$ cat src/rtl/core_debug_driver.sv
// core_debug_driver: stretched core reset, single-step, register dump and interrupt injection for RV32core.
// Ports: clk/rst (async active-high); mode, step_req, dump_start, irq_req, debug_data, dump_ready in;
// core_rst, debug_en, debug_step, debug_addr out to the core; dump_valid/addr/data/done dump stream;
// interrupter, irq_id interrupt line and the channel being injected.
module core_debug_driver #(
  parameter int ADDR_W = 7,
  parameter int DATA_W = 32,
  parameter int RST_CYCLES = 4,
  parameter int NUM_IRQ = 4,
  parameter int IRQ_HOLD = 3,
  parameter int DUMP_FIRST = 0,
  parameter int DUMP_LAST = 31,
  localparam int IW = NUM_IRQ > 1 ? $clog2(NUM_IRQ) : 1
) (
  input  logic              clk,
  input  logic              rst,
  input  logic              mode,
  input  logic              step_req,
  input  logic              dump_start,
  input  logic [NUM_IRQ-1:0] irq_req,
  input  logic [DATA_W-1:0] debug_data,
  input  logic              dump_ready,
  output logic              core_rst,
  output logic              debug_en,
  output logic              debug_step,
  output logic [ADDR_W-1:0] debug_addr,
  output logic              dump_valid,
  output logic [ADDR_W-1:0] dump_addr,
  output logic [DATA_W-1:0] dump_data,
  output logic              dump_done,
  output logic              interrupter,
  output logic [IW-1:0]     irq_id
);
  localparam logic [2:0] S_RST = 3'd0, S_RUN = 3'd1, S_HALT = 3'd2, S_STEP = 3'd3,
                         S_DADDR = 3'd4, S_DCAP = 3'd5, S_DWAIT = 3'd6;
  localparam int CW = RST_CYCLES > 1 ? $clog2(RST_CYCLES) : 1;
  localparam int HW = $clog2(IRQ_HOLD + 1);
  localparam logic [ADDR_W-1:0] FIRST = ADDR_W'(DUMP_FIRST);
  localparam logic [ADDR_W-1:0] LAST = ADDR_W'(DUMP_LAST);

  logic [2:0]         state_q, state_d;
  logic [CW-1:0]      rcnt_q, rcnt_d;
  logic [ADDR_W-1:0]  ptr_q, ptr_d, daddr_q, daddr_d;
  logic [DATA_W-1:0]  ddata_q, ddata_d;
  logic               vld_q, vld_d, done_q, done_d, step_prev_q;
  logic [NUM_IRQ-1:0] pend_q, pend_d, clr;
  logic [HW-1:0]      hcnt_q, hcnt_d;
  logic [IW-1:0]      id_q, id_d, sel;
  logic               launch;

  always_comb begin
    state_d = state_q;
    rcnt_d = rcnt_q;
    ptr_d = ptr_q;
    vld_d = vld_q;
    daddr_d = daddr_q;
    ddata_d = ddata_q;
    done_d = 1'b0;
    case (state_q)
      S_RST:   if (rcnt_q == CW'(RST_CYCLES - 1)) state_d = S_RUN; else rcnt_d = rcnt_q + CW'(1);
      S_RUN:   if (mode) state_d = S_HALT;
      S_HALT:  state_d = !mode ? S_RUN : dump_start ? S_DADDR : (step_req && !step_prev_q) ? S_STEP : S_HALT;
      S_STEP:  state_d = S_HALT;
      S_DADDR: state_d = S_DCAP;
      S_DCAP: begin
        ddata_d = debug_data;
        daddr_d = ptr_q;
        vld_d = 1'b1;
        state_d = S_DWAIT;
      end
      S_DWAIT: if (dump_ready) begin
        vld_d = 1'b0;
        done_d = ptr_q == LAST;
        ptr_d = ptr_q == LAST ? FIRST : ptr_q + ADDR_W'(1);
        state_d = ptr_q == LAST ? S_HALT : S_DADDR;
      end
      default: state_d = S_RST;
    endcase
  end

  // Lowest pending channel wins; a request arriving in the launch cycle survives the clear.
  always_comb begin
    sel = '0;
    for (int i = NUM_IRQ - 1; i >= 0; i--) if (pend_q[i]) sel = IW'(i);
    launch = hcnt_q == '0 && |pend_q;
    clr = launch ? NUM_IRQ'(1) << sel : '0;
    pend_d = state_q == S_RST ? '0 : (pend_q & ~clr) | irq_req;
    hcnt_d = launch ? HW'(IRQ_HOLD) : hcnt_q != '0 ? hcnt_q - HW'(1) : hcnt_q;
    id_d = launch ? sel : id_q;
  end

  always_ff @(posedge clk or posedge rst) begin
    if (rst) begin
      state_q <= S_RST;
      rcnt_q <= '0;
      ptr_q <= FIRST;
      daddr_q <= '0;
      ddata_q <= '0;
      vld_q <= 1'b0;
      done_q <= 1'b0;
      step_prev_q <= 1'b0;
      pend_q <= '0;
      hcnt_q <= '0;
      id_q <= '0;
    end else begin
      state_q <= state_d;
      rcnt_q <= rcnt_d;
      ptr_q <= ptr_d;
      daddr_q <= daddr_d;
      ddata_q <= ddata_d;
      vld_q <= vld_d;
      done_q <= done_d;
      step_prev_q <= step_req;
      pend_q <= pend_d;
      hcnt_q <= hcnt_d;
      id_q <= id_d;
    end
  end

  assign core_rst = state_q == S_RST;
  assign debug_en = !(state_q == S_RST || state_q == S_RUN);
  assign debug_step = state_q == S_STEP;
  assign debug_addr = ptr_q;
  assign dump_valid = vld_q;
  assign dump_addr = daddr_q;
  assign dump_data = ddata_q;
  assign dump_done = done_q;
  assign interrupter = hcnt_q != '0;
  assign irq_id = id_q;
endmodule
$ cat config.mk
export PLATFORM = sky130hd
export DESIGN_NAME = core_debug_driver
export DESIGN_NICKNAME = d
export VERILOG_FILES = /design/src/rtl/core_debug_driver.sv
export SDC_FILE = /design/constraint.sdc
export NUM_CORES = 1
export LEC_CHECK = 0
export ABC_CLOCK_PERIOD_IN_PS = 2650
export BUFFER_PORTS_ARGS = -buffer_cell sky130_fd_sc_hd__buf_2
export CORE_MARGIN = 5
export CORE_UTILIZATION = 49
export DETAILED_ROUTE_END_ITERATION = 8
export PLACE_DENSITY = 0.79
export REMOVE_ABC_BUFFERS = 1
export SETUP_SLACK_MARGIN = 0.2
export SLEW_MARGIN = 10
export SYNTH_ARGS = -nofsm -noshare
export SYNTH_HDL_FRONTEND = slang
export SYNTH_SLANG_ARGS = --single-unit
$ cat constraint.sdc
create_clock -name clk -period 2.65 [get_ports clk]
set_clock_uncertainty 0.15 [all_clocks]
set_input_delay 0.265 -clock clk [delete_from_list [all_inputs] [get_ports clk]]
set_output_delay 0.265 -clock clk [all_outputs]
set_load 0.1 [all_outputs]
[Word level (Yosys, flattened, before mapping)]
Cells that the tools add are included.
Storage, ports and cells
  flip-flop bits (word level): 62
  input port bits: 42
  output and inout port bits: 54
  word-level logic and storage cells: 66
Cells by class
  $add $sub $neg: 3
  equality and inequality tests: 11
  shift operators: 1
  multiplexer cells: 21
  bitwise operators: 4
  reduce and logical (&&, ||, !) cells: 15
Operators by type and width (count)
  case mux 3 bit (7 select lines): 1
  2-to-1 mux 3 bit: 6
  2-to-1 mux 2 bit: 6
  == test 3 bit (second input constant): 3
  2-to-1 mux 4 bit: 2
  adder 7 x 1 -> 7 bit (second input constant): 1
  == test 7 x 5 -> 1 bit (second input constant): 1
  2-to-1 mux 7 bit: 1
  == test 3 x 2 -> 1 bit (second input constant): 2
  AND reduction 2 bit: 3
  nonzero test 2 bit: 3
  AND 4 bit: 1
  2-to-1 mux 1 bit: 4
  != test 2 bit (second input constant): 2
  NOT 4 bit: 1
  OR 4 bit: 1
  OR reduction 4 bit: 1
  << shifter 1 x 2 -> 4 bit (first input constant): 1
  == test 3 x 1 -> 1 bit (second input constant): 1
  logical NOT 3 bit: 1
  AND reduction 3 bit: 1
  adder 2 x 1 -> 2 bit (second input constant): 1
  == test 2 bit (second input constant): 1
  logical AND 1 bit: 2
  other kinds (7): 8

[Longest topological paths before layout]
Gate-level depths: netlist (run 1).
  word-level depth: 10
  gate-level depth with buffers: 5
  gate-level depth less buffers: 5

[Worst setup path before layout (run 1)]
Ideal clock, no wire load.
  path type: reg-to-output
  from: register state_q[2]
  to: output port debug_step
  data arrival time: 2.778 ns
  required time: 2.235 ns
  setup slack: -0.543 ns
  cell stages (with the launch flop): 3
  path buffers: 1
  cells stage by stage: dfrtp_1 -> buf_4 -> nor3b_1
On the way
  longest elaborated chain between the ends: 1
Ends and longest elaborated chain
  start, declared: RTL line 41  | logic [2:0] state_q, state_d;
  start signal, assigned: RTL line 106  | state_q <= state_d;
  == test 3 x 2 -> 1 bit: RTL line 122  | assign debug_step = state_q == S_STEP;
  end, declared: RTL line 25  | output logic debug_step,
No other way between the ends.

[Worst setup path in the final report (run 1)]
  from: register state_q[2]
  to: output port core_rst
On the way
  longest elaborated chain between the ends: 1
Ends and longest elaborated chain
  logical NOT 3 bit: RTL line 120  | assign core_rst = state_q == S_RST;
  end, declared: RTL line 23  | output logic core_rst,
No other way between the ends.

==> results of run 1 <==
-- cell families (layout without fill, tap and decap cells) --
group / Yosys count / in the layout
AOI/OAI and AO/OA: 21 / 21
xor gates and xnor gates: 4 / 4
adders and majority gates: 3 / 3
buffers and inverters: 14 / 130
DFF: 62 / 62
muxes: 42 / 42
and+or+nand+nor: 48 / 48
-- registers in the layout (all words and copies together), names as in the netlist --
signal and flops:
debug_addr 7, dump_data 32, irq_id 2, dump_valid 1, pend_q 4, dump_done 1, rcnt_q 2, hcnt_q 2
state_q 3, step_prev_q 1, dump_addr 7
-- critical path: cells and delay by family (launching register included) --
kind	cells	cell delay (ns)
buffers and inverters	1	0.49
flip-flops	1	0.52
AND/OR/NAND/NOR	2	0.56
-- path summary, 6_finish.rpt --
| path | start | endpoint | slack (ns) | cells after the start |
|---|---|---|---|---|
| max | state_q[2]$_DFFE_PP0P_ | core_rst | 0.33 | 3 |
| min | debug_data[31] | dump_data[31]$_DFFE_PP0P_ | 0.02 | 2 |
| max reg2reg | hcnt_q[0]$_DFFE_PP0P_ | hcnt_q[0]$_DFFE_PP0P_ | 0.86 | 5 |
| min reg2reg | dump_valid$_DFFE_PP0P_ | dump_valid$_DFFE_PP0P_ | 0.32 | 2 |
| max in group asynchronous | rst | state_q[2]$_DFFE_PP0P_ | 1.40 | 4 |
| min in group asynchronous | rst | hcnt_q[1]$_DFFE_PP0P_ | 0.31 | 3 |
-- layer usage --
layer | up-vias | global-route usage (%)
met5 | - | 0
li1 | 910 | -
met1 | 943 | 20.1
met2 | 66 | 29.0
met3 | 7 | 3.78
met4 | 0 | 10.8
-- layout make-up --
cell class	count	area (um^2)
fillers	421	1710
flip-flops and latches	62	1550
multi-input cells	118	980
repair buffers	107	586
clock buffers	12	155
well taps	70	87.6
clock inverters	4	45.0
inverters	7	26.3
-- through the flow --
| stage | instances | hold WS [ns] | setup WS, ns |
|---|---|---|---|
| final | 380 | 0.0156 | 0.329 |
| after global routing | 380 | 0.00174 | 0.219 |
| after CTS | 377 | 0.000590 | 0.311 |
| after detailed placement | 356 | 0.123 | 0.691 |
| after global placement | 356 | 0.118 | 0.713 |
| after floorplan | 187 | 0.146 | -0.549 |
-- synth_stat cells, types with 3 or more instances --
cell      number
nor3_1         5
nand2_1       10
buf_2          6
dfrtp_1       62
nand3b_1       3
mux2_2        39
nor2_1         8
inv_1          7
ha_1           3
o21ai_0        8
a21oi_1        6
-- repair_timing --
action,CTS,global route
hold buffers,5,3
setup endpoints to repair,0,0
hold endpoints to repair,20,3
==> reports/results.tsv, run 1 <==
stage	metric	value	unit
die	die area	6850	um^2
placed_design	port bufs	95	
critical_path	Worst path max stage delay	0.52	ns
routing	DR vias/cell	5.07	
cells_and_area	final core utilization	66.7	%
critical_path	Required @ worst endpoint	2.24	ns
cts	post_cts resized	0	
synth	largest family of logic cells by synthesized area	multiplexers	
synth	Synth Area in XOR/XNOR	1.35	%
sta	pins over their slew limit	0	
cells_and_area	fin nets	350	
cts	CTS tree	done	
placed_design	dpl cell area	3150	um^2
routing	ANT nets after route	0	
critical_path	CP Data Arrival Time	1.91	ns
die	die width	82.8	um
synth	mux share of post-synthesis cell area	18.3	%
synth	Synth area leaders	dfrtp_1 60%, mux2_2 17%, o21ai_0 1.5%	
cts	Setup Buffers After CTS	0	
sta	RSZ-0062 raised after global routing	false	
grt	GRT Residual Overflow	0	
synth	FFs w/ async S/R, synth	100	%
sta	final worst-path cycle share	87.6	%
synth	post-synthesis adder-cell area fraction	1.45	%
placed_design	RD Place Congestion	0.769	
synth	Simple-Gate Fraction of Synth Area	11.9	%
placed_design	DP Wirelength	4110	um
cts	worst-skew pair later-pin latency	0.33	ns
die	cell row count	26	
sta	worst slew pin tran	0.511	ns
critical_path	WS Path Type	flop to primary output	
run_status	status	complete, no violations	
die	Ports	96	
routing	via count	1926	
flow_run	max_cap viols	0	
critical_path	CP Capture Type	primary output	
routing	Initial DRT Pass Iterations	4	
synth	Post-synth EDFFs	0	
grt	first-pass GRT wire length	8580	um
cells_and_area	layout cells sized above 1	51.9	%
sta	Final Setup Violations	0	
die	Initial Util	50.5	%
cts	Inserted Clock Buffers	9	
grt	largest net degree at the start of global routing	26	
grt	GRT Total Usage	17.3	%
routing	final wirelength	5510	um
sta	Max-slew headroom	66.2	%
cells_and_area	n_diodes	0	
cells_and_area	commonest non-fill, non-tap cell in the layout	buf_2	
routing	DR iter-0 viols	51	
synth	top-area cell type share of the netlist area	59.8	%
routing	Max Used Layer	met4	
critical_path	CP max stage cell	dfrtp_1	
cells_and_area	commonest cells after routing, fill and taps aside	95 x buf_2, 62 x dfrtp_1, 39 x mux2_2	
cells_and_area	final instance area	3430	um^2
grt	vias in the first global route	1897	
synth	post-synthesis sequential area ratio	59.8	%
cts	Root Buffer	clkbuf_8	
sta	Final Hold Viols	0	
critical_path	crit-path max FO	13	
routing	WL met3	389	um
synth	register bit total from synthesis	62	
synth	fraction of the mapped netlist area in compound gates	4.82	%
cts	clk sinks	62	
sta	Max Clk Rate	0.431	GHz
synth	leading area contributor after synthesis	dfrtp_1	
cts	CTS max path bufs	2	
cts	H-tree depth	3	
critical_path	cell chain of the critical path	or2_1 -> nor2_1 -> buf_2	
synth	Warnings, synthesis	0	
cts	Worst-path clk slew	0.06	ns
routing	post-DR wirelength/cell	14.5	um
synth	Syn Area/Cell	13.4	um^2
min_path	Hold/Removal Path Class	primary input to flop	
die	core area	5140	um^2
routing	DR DRC count	0	
sta	crit path time final	2.32	ns
sta	Setup TNS	0	ns
synth	Mapped Area	2590	um^2
cells_and_area	Area growth syn-to-layout	32.2	%
routing	Met1 Routed Length	2170	um
critical_path	startpoint types	flop	
synth	Cell variety after synth	38	
synth	Post-synth top flop	dfrtp_1	
die	Die Span Y	82.8	um
synth	Cells after Synth	194	
grt	initial antenna violation count	0	
routing	met2 routed WL	2850	um
Power of run 1 is not shown: default switching activity piles up to over one toggle a cycle in this logic, so the estimate is an artifact.
==> inputs of run 2 (changes only) <==
- ABC_CLOCK_PERIOD_IN_PS: 2650 -> 1920
- CORE_UTILIZATION: 49 -> 44
- HOLD_SLACK_MARGIN: unset -> 0.03
- PLACE_DENSITY: 0.79 -> 0.75
- clock period: 2.65 -> 1.92 ns (I/O delays scaled with it)
==> run 2 against run 1 <==
Utilization rose by 0.81 points. Global-route usage fell by 0.90 points. Sequential share of layout area fell by 5.7 points. Critical path depth rose by 1. Via count rose by 5.1%. Cell count rose by 12%. Cell area rose by 15%. Die area rose by 10%. Count of clock-buffer cells in the layout fell by 1. Flip-flop and latch count did not move. Register-to-register slack got worse by 0.60 ns.
==> reports/results.tsv, run 2 (synthesized netlist as in run 1, its figures left out) <==
stage	metric	value	unit	change
sta	final worst-path cycle share	90.0	%	
placed_design	RD Place Congestion	0.774		+0.61%
critical_path	Required @ worst endpoint	1.58	ns	-0.66 ns
routing	DR iter-0 viols	51		unchanged
routing	via count	2024		+5.1%
critical_path	cell chain of the critical path	or2_4 -> nor2_4 -> buf_6 -> buf_12		
die	die area	7530	um^2	+10%
cts	Worst-path clk slew	0.07	ns	about the same
sta	hold_ws	0.132	ns	+0.116 ns
placed_design	dpl cell area	3220	um^2	+2.2%
cells_and_area	commonest non-fill, non-tap cell in the layout	buf_2		
cells_and_area	n_diodes	0		unchanged
sta	RSZ-0062 raised after global routing	true		
sta	Max Clk Rate	0.579	GHz	
die	die width	86.8	um	+4.9%
cts	Root Buffer	clkbuf_8		
critical_path	CP Data Arrival Time	1.39	ns	-0.52 ns
sta	worst slew pin tran	0.510	ns	-0.00111 ns
die	cell row count	28		+7.7%
die	Die Span Y	86.8	um	+4.9%
routing	final wirelength	5910	um	+7.3%
cts	CTS max path bufs	2		unchanged
grt	GRT Residual Overflow	0		unchanged
critical_path	Worst path max stage delay	0.42	ns	-0.10 ns
cells_and_area	commonest cells after routing, fill and taps aside	91 x buf_2, 60 x dfrtp_1, 39 x mux2_2, 39 x dlygate4sd3_1		
grt	largest net degree at the start of global routing	63		+140%
routing	Initial DRT Pass Iterations	4		unchanged
sta	crit path time final	1.73	ns	
sta	Max-slew headroom	66.2	%	+0.073 points
cells_and_area	register area	1550	um^2	+0.16%
routing	DR vias/cell	4.77		-5.8%
min_path	Hold/Removal Path Class	primary input to flop		
cells_and_area	multi-input logic area	1030	um^2	+5.2%
cts	CTS tree	done		
routing	ANT nets after route	0		unchanged
routing	post-DR wirelength/cell	13.9	um	-3.8%
sta	Final Setup Violations	0		unchanged
cells_and_area	Non-Filler Instances	424		+12%
grt	GRT Total Usage	16.4	%	-0.90 points
die	Ports	96		unchanged
cells_and_area	layout cells sized above 1	51.3	%	-0.65 points
die	Initial Util	44.6	%	-5.9 points
critical_path	startpoint types	flop		
cts	worst-skew pair later-pin latency	0.32	ns	about the same
placed_design	DP Wirelength	3780	um	-8.0%
cells_and_area	fill count	436		+3.6%
cells_and_area	final instance area	3930	um^2	+15%
cts	clk sinks	62		unchanged
min_path	hold depth	3		+1
cts	Inserted Clock Buffers	9		unchanged
flow_run	max_cap viols	0		unchanged
cells_and_area	fin nets	389		+11%
sta	pins over their slew limit	0		unchanged
cells_and_area	max reg flops	32		unchanged
cells_and_area	Area growth syn-to-layout	51.4	%	
sta	Setup TNS	0	ns	unchanged
placed_design	placed insts	362		+1.7%
critical_path	WS Path Type	flop to primary output		
run_status	status	complete, no violations		
sta	Final Hold Viols	0		unchanged
critical_path	crit-path max FO	4		-9
routing	DR DRC count	0		unchanged
cts	H-tree depth	3		unchanged
grt	vias in the first global route	2068		+9.0%
grt	first-pass GRT wire length	9630	um	+12%
critical_path	CP Capture Type	primary output		
critical_path	cells on worst reg2reg path	5		unchanged
placed_design	port bufs	95		unchanged
critical_path	CP max stage cell	dfrtp_1		
grt	initial antenna violation count	0		unchanged
die	core area	5820	um^2	+13%
run 2: cell count changes in the layout (fill, tap and decap cells not counted), moves of 2 or more:
cell / previous run / this run
dlygate4sd3_1: 8 / 39
buf_4: 4 / 9
buf_12: 0 / 4
buf_2: 95 / 91
buf_6: 0 / 2
clkinv_2: 3 / 1
clkinvlp_4: 0 / 2
dfrtp_1: 62 / 60
dfrtp_2: 0 / 2
inv_1: 6 / 4
inv_2: 1 / 3
run 2: worst max-delay path: cells and delay by family, from the launching register on:
kind          cells  cell delay (ns)
flops             1             0.42
buf+inv           2             0.26
simple gates      2             0.37
run 2: layout make-up:
cell class                 count  share of cell area [%]
tap                           75                    2.39
sequential                    62                    39.6
multi-input combinational    118                    26.2
clock buffer                  11                    3.60
timing repair buffer         146                    26.1
inverter                       7                   0.669
clock inverter                 5                    1.50
run 2: per-stage QoR:
stage / setup WS (ns) / util, %
2_1_floorplan: -1.21 / -
3_3_place_gp: 0.190 / 55.4
3_5_place_dp: 0.158 / 55.4
4_1_cts: 0.175 / 66.6
5_1_grt: 0.136 / 67.6
6_report: 0.193 / 67.6
run 2: per-layer routing:
layer	routed length (um)	GRT usage, %	vias to the layer above
met5	0	0	-
met4	78	7.08	0
met3	405	3.99	8
met2	2990	27.3	62
met1	2440	20.3	969
li1	-	-	985
run 2: final timing paths:
kind                                            end                      from  slack (ns)
setup / recovery                           core_rst    state_q[2]$_DFFE_PP0P_        0.19
max in group asynchronous    state_q[0]$_DFFE_PP0P_                       rst        1.02
hold reg to reg            dump_addr[5]$_DFFE_PP0P_  dump_addr[5]$_DFFE_PP0P_        0.32
setup reg to reg              hcnt_q[0]$_DFFE_PP0P_     hcnt_q[0]$_DFFE_PP0P_        0.26
hold / removal                  dump_done$_DFF_PP0_                dump_ready        0.13
min in group asynchronous     irq_id[0]$_DFFE_PP0P_                       rst        0.31
run 2: repair_timing:
action	CTS	global route
resized for setup	7	11
hold endpoints to repair	100	0
hold buffers	39	0
pin swaps	2	1
setup endpoints to repair	5	7
setup buffers	5	2
Power of run 2 is left out for the same reason.
==> inputs of run 3 (changes only) <==
- MAX_ROUTING_LAYER: unset -> met4
==> run 3 against run 2 <==
Die area did not move. Hold slack barely moved. Register-to-register slack barely moved. Cell count did not move. Cell area did not move. Count of clock-buffer cells in the layout did not move. Fmax barely moved. First-iteration DRC count fell by 14%. Via count barely moved. Global-route usage rose by 0.47 points. Utilization did not move. Routed wire length fell by 0.44%. Highest routed layer unchanged.
==> reports/results.tsv, run 3 (synthesized netlist as in run 1, its figures left out) <==
stage	metric	value	unit	change
run_status	status	complete, no violations		
cts	Inserted Clock Buffers	9		unchanged
cells_and_area	layout cells sized above 1	51.3	%	unchanged
min_path	Hold/Removal Path Class	primary input to flop		
placed_design	RD Place Congestion	0.784		+1.4%
cells_and_area	max reg flops	32		unchanged
critical_path	cell chain of the critical path	or2_4 -> nor2_4 -> buf_6 -> buf_12		
sta	crit path time final	1.73	ns	-0.000378 ns
cts	CTS max path bufs	2		unchanged
routing	DR DRC count	0		unchanged
routing	Initial DRT Pass Iterations	4		unchanged
placed_design	port bufs	95		unchanged
cts	worst-skew pair later-pin latency	0.32	ns	about the same
critical_path	crit-path max FO	4		unchanged
cells_and_area	commonest cells after routing, fill and taps aside	91 x buf_2, 60 x dfrtp_1, 39 x mux2_2, 39 x dlygate4sd3_1		
cells_and_area	final core utilization	67.6	%	unchanged
routing	DR iter-0 viols	44		-14%
critical_path	CP max stage cell	dfrtp_1		
cells_and_area	n_diodes	0		unchanged
die	die width	86.8	um	unchanged
die	die area	7530	um^2	unchanged
sta	Final Setup Violations	0		unchanged
sta	Final Hold Viols	0		unchanged
sta	Max-slew headroom	66.3	%	about the same
sta	worst slew pin tran	0.509	ns	-0.000632 ns
flow_run	max_cap viols	0		unchanged
routing	DR vias/cell	4.77		about the same
cts	H-tree depth	3		unchanged
grt	first-pass GRT wire length	9630	um	about the same
routing	ANT nets after route	0		unchanged
grt	GRT Residual Overflow	0		unchanged
routing	post-DR wirelength/cell	13.9	um	-0.44%
cells_and_area	fin nets	389		unchanged
critical_path	CP Capture Type	primary output		
grt	initial antenna violation count	0		unchanged
grt	GRT Total Usage	16.9	%	+0.47 points
cts	clk sinks	62		unchanged
critical_path	Worst path max stage delay	0.42	ns	about the same
placed_design	DP Wirelength	3780	um	unchanged
cells_and_area	Area growth syn-to-layout	51.4	%	unchanged
die	cell row count	28		unchanged
cts	Root Buffer	clkbuf_8		
die	Initial Util	44.6	%	unchanged
critical_path	Required @ worst endpoint	1.58	ns	about the same
grt	largest net degree at the start of global routing	63		unchanged
sta	pins over their slew limit	0		unchanged
cts	Worst-path clk slew	0.07	ns	about the same
die	core area	5820	um^2	unchanged
routing	final wirelength	5880	um	-0.44%
die	Ports	96		unchanged
die	Die Span Y	86.8	um	unchanged
routing	via count	2022		-0.099%
grt	vias in the first global route	2071		+0.15%
critical_path	CP Data Arrival Time	1.38	ns	about the same
sta	Max Clk Rate	0.579	GHz	about the same
cts	CTS tree	done		
critical_path	worst reg-to-reg setup slack	0.26	ns	about the same
sta	RSZ-0062 raised after global routing	true		
cells_and_area	commonest non-fill, non-tap cell in the layout	buf_2		
critical_path	WS Path Type	flop to primary output		
critical_path	startpoint types	flop		
sta	final worst-path cycle share	89.9	%	about the same
[run 3: worst paths after layout]
check	from	end	cells past startpoint
worst max register to register	hcnt_q[0]$_DFFE_PP0P_	hcnt_q[0]$_DFFE_PP0P_	5
worst min-delay path	dump_ready	dump_done$_DFF_PP0_	3
min in group asynchronous	rst	irq_id[0]$_DFFE_PP0P_	4
worst max-delay path	state_q[2]$_DFFE_PP0P_	core_rst	4
max in group asynchronous	rst	state_q[1]$_DFFE_PP0P_	4
worst min register to register	dump_addr[5]$_DFFE_PP0P_	dump_addr[5]$_DFFE_PP0P_	2
[run 3: per-stage QoR]
step | hold slack (ns) | setup WS (ns) | area, um^2 | setup TNS [ns] | instances
6_report | 0.131 | 0.193 | 3930 | 0 | 424
5_1_grt | 0.142 | 0.136 | 3930 | 0 | 424
4_1_cts | 0.120 | 0.175 | 3870 | 0 | 422
3_5_place_dp | 0.131 | 0.158 | 3220 | 0 | 362
3_3_place_gp | 0.127 | 0.190 | 3220 | 0 | 362
2_1_floorplan | 0.0734 | -1.21 | 2560 | -25.37 | 187
[run 3: layout make-up]
type                            instances  area (um^2)
Fill cell                             436         1890
Sequential cell                        62         1550
Multi-Input combinational cell        118         1030
Timing Repair Buffer                  146         1020
Clock buffer                           11          141
Tap cell                               75         93.8
Clock inverter                          5         58.8
Inverter                                7         26.3
[run 3: worst max-delay path: cells and delay by family (launching register included)]
kind                   cells  cell delay, ns
buffers and inverters      2            0.26
DFF                        1            0.42
and+or+nand+nor            2            0.37
[run 3: timing repair]
item	4_1_cts	5_1_grt
hold buffers	39	0
gates resized for setup	7	11
hold endpoints to repair	100	0
setup endpoints to repair	5	7
pin swaps	2	1
setup buffers	5	2
[run 3: layer usage]
layer  GRT usage [%]  up-vias  share of wire, %
met5               -        -                 0
met4            7.08        0               1.3
met3            3.80        8               6.7
met2            27.3       62                51
met1            20.3      965                41
li1                -      987                 -
Power of run 3 is left out for the same reason.
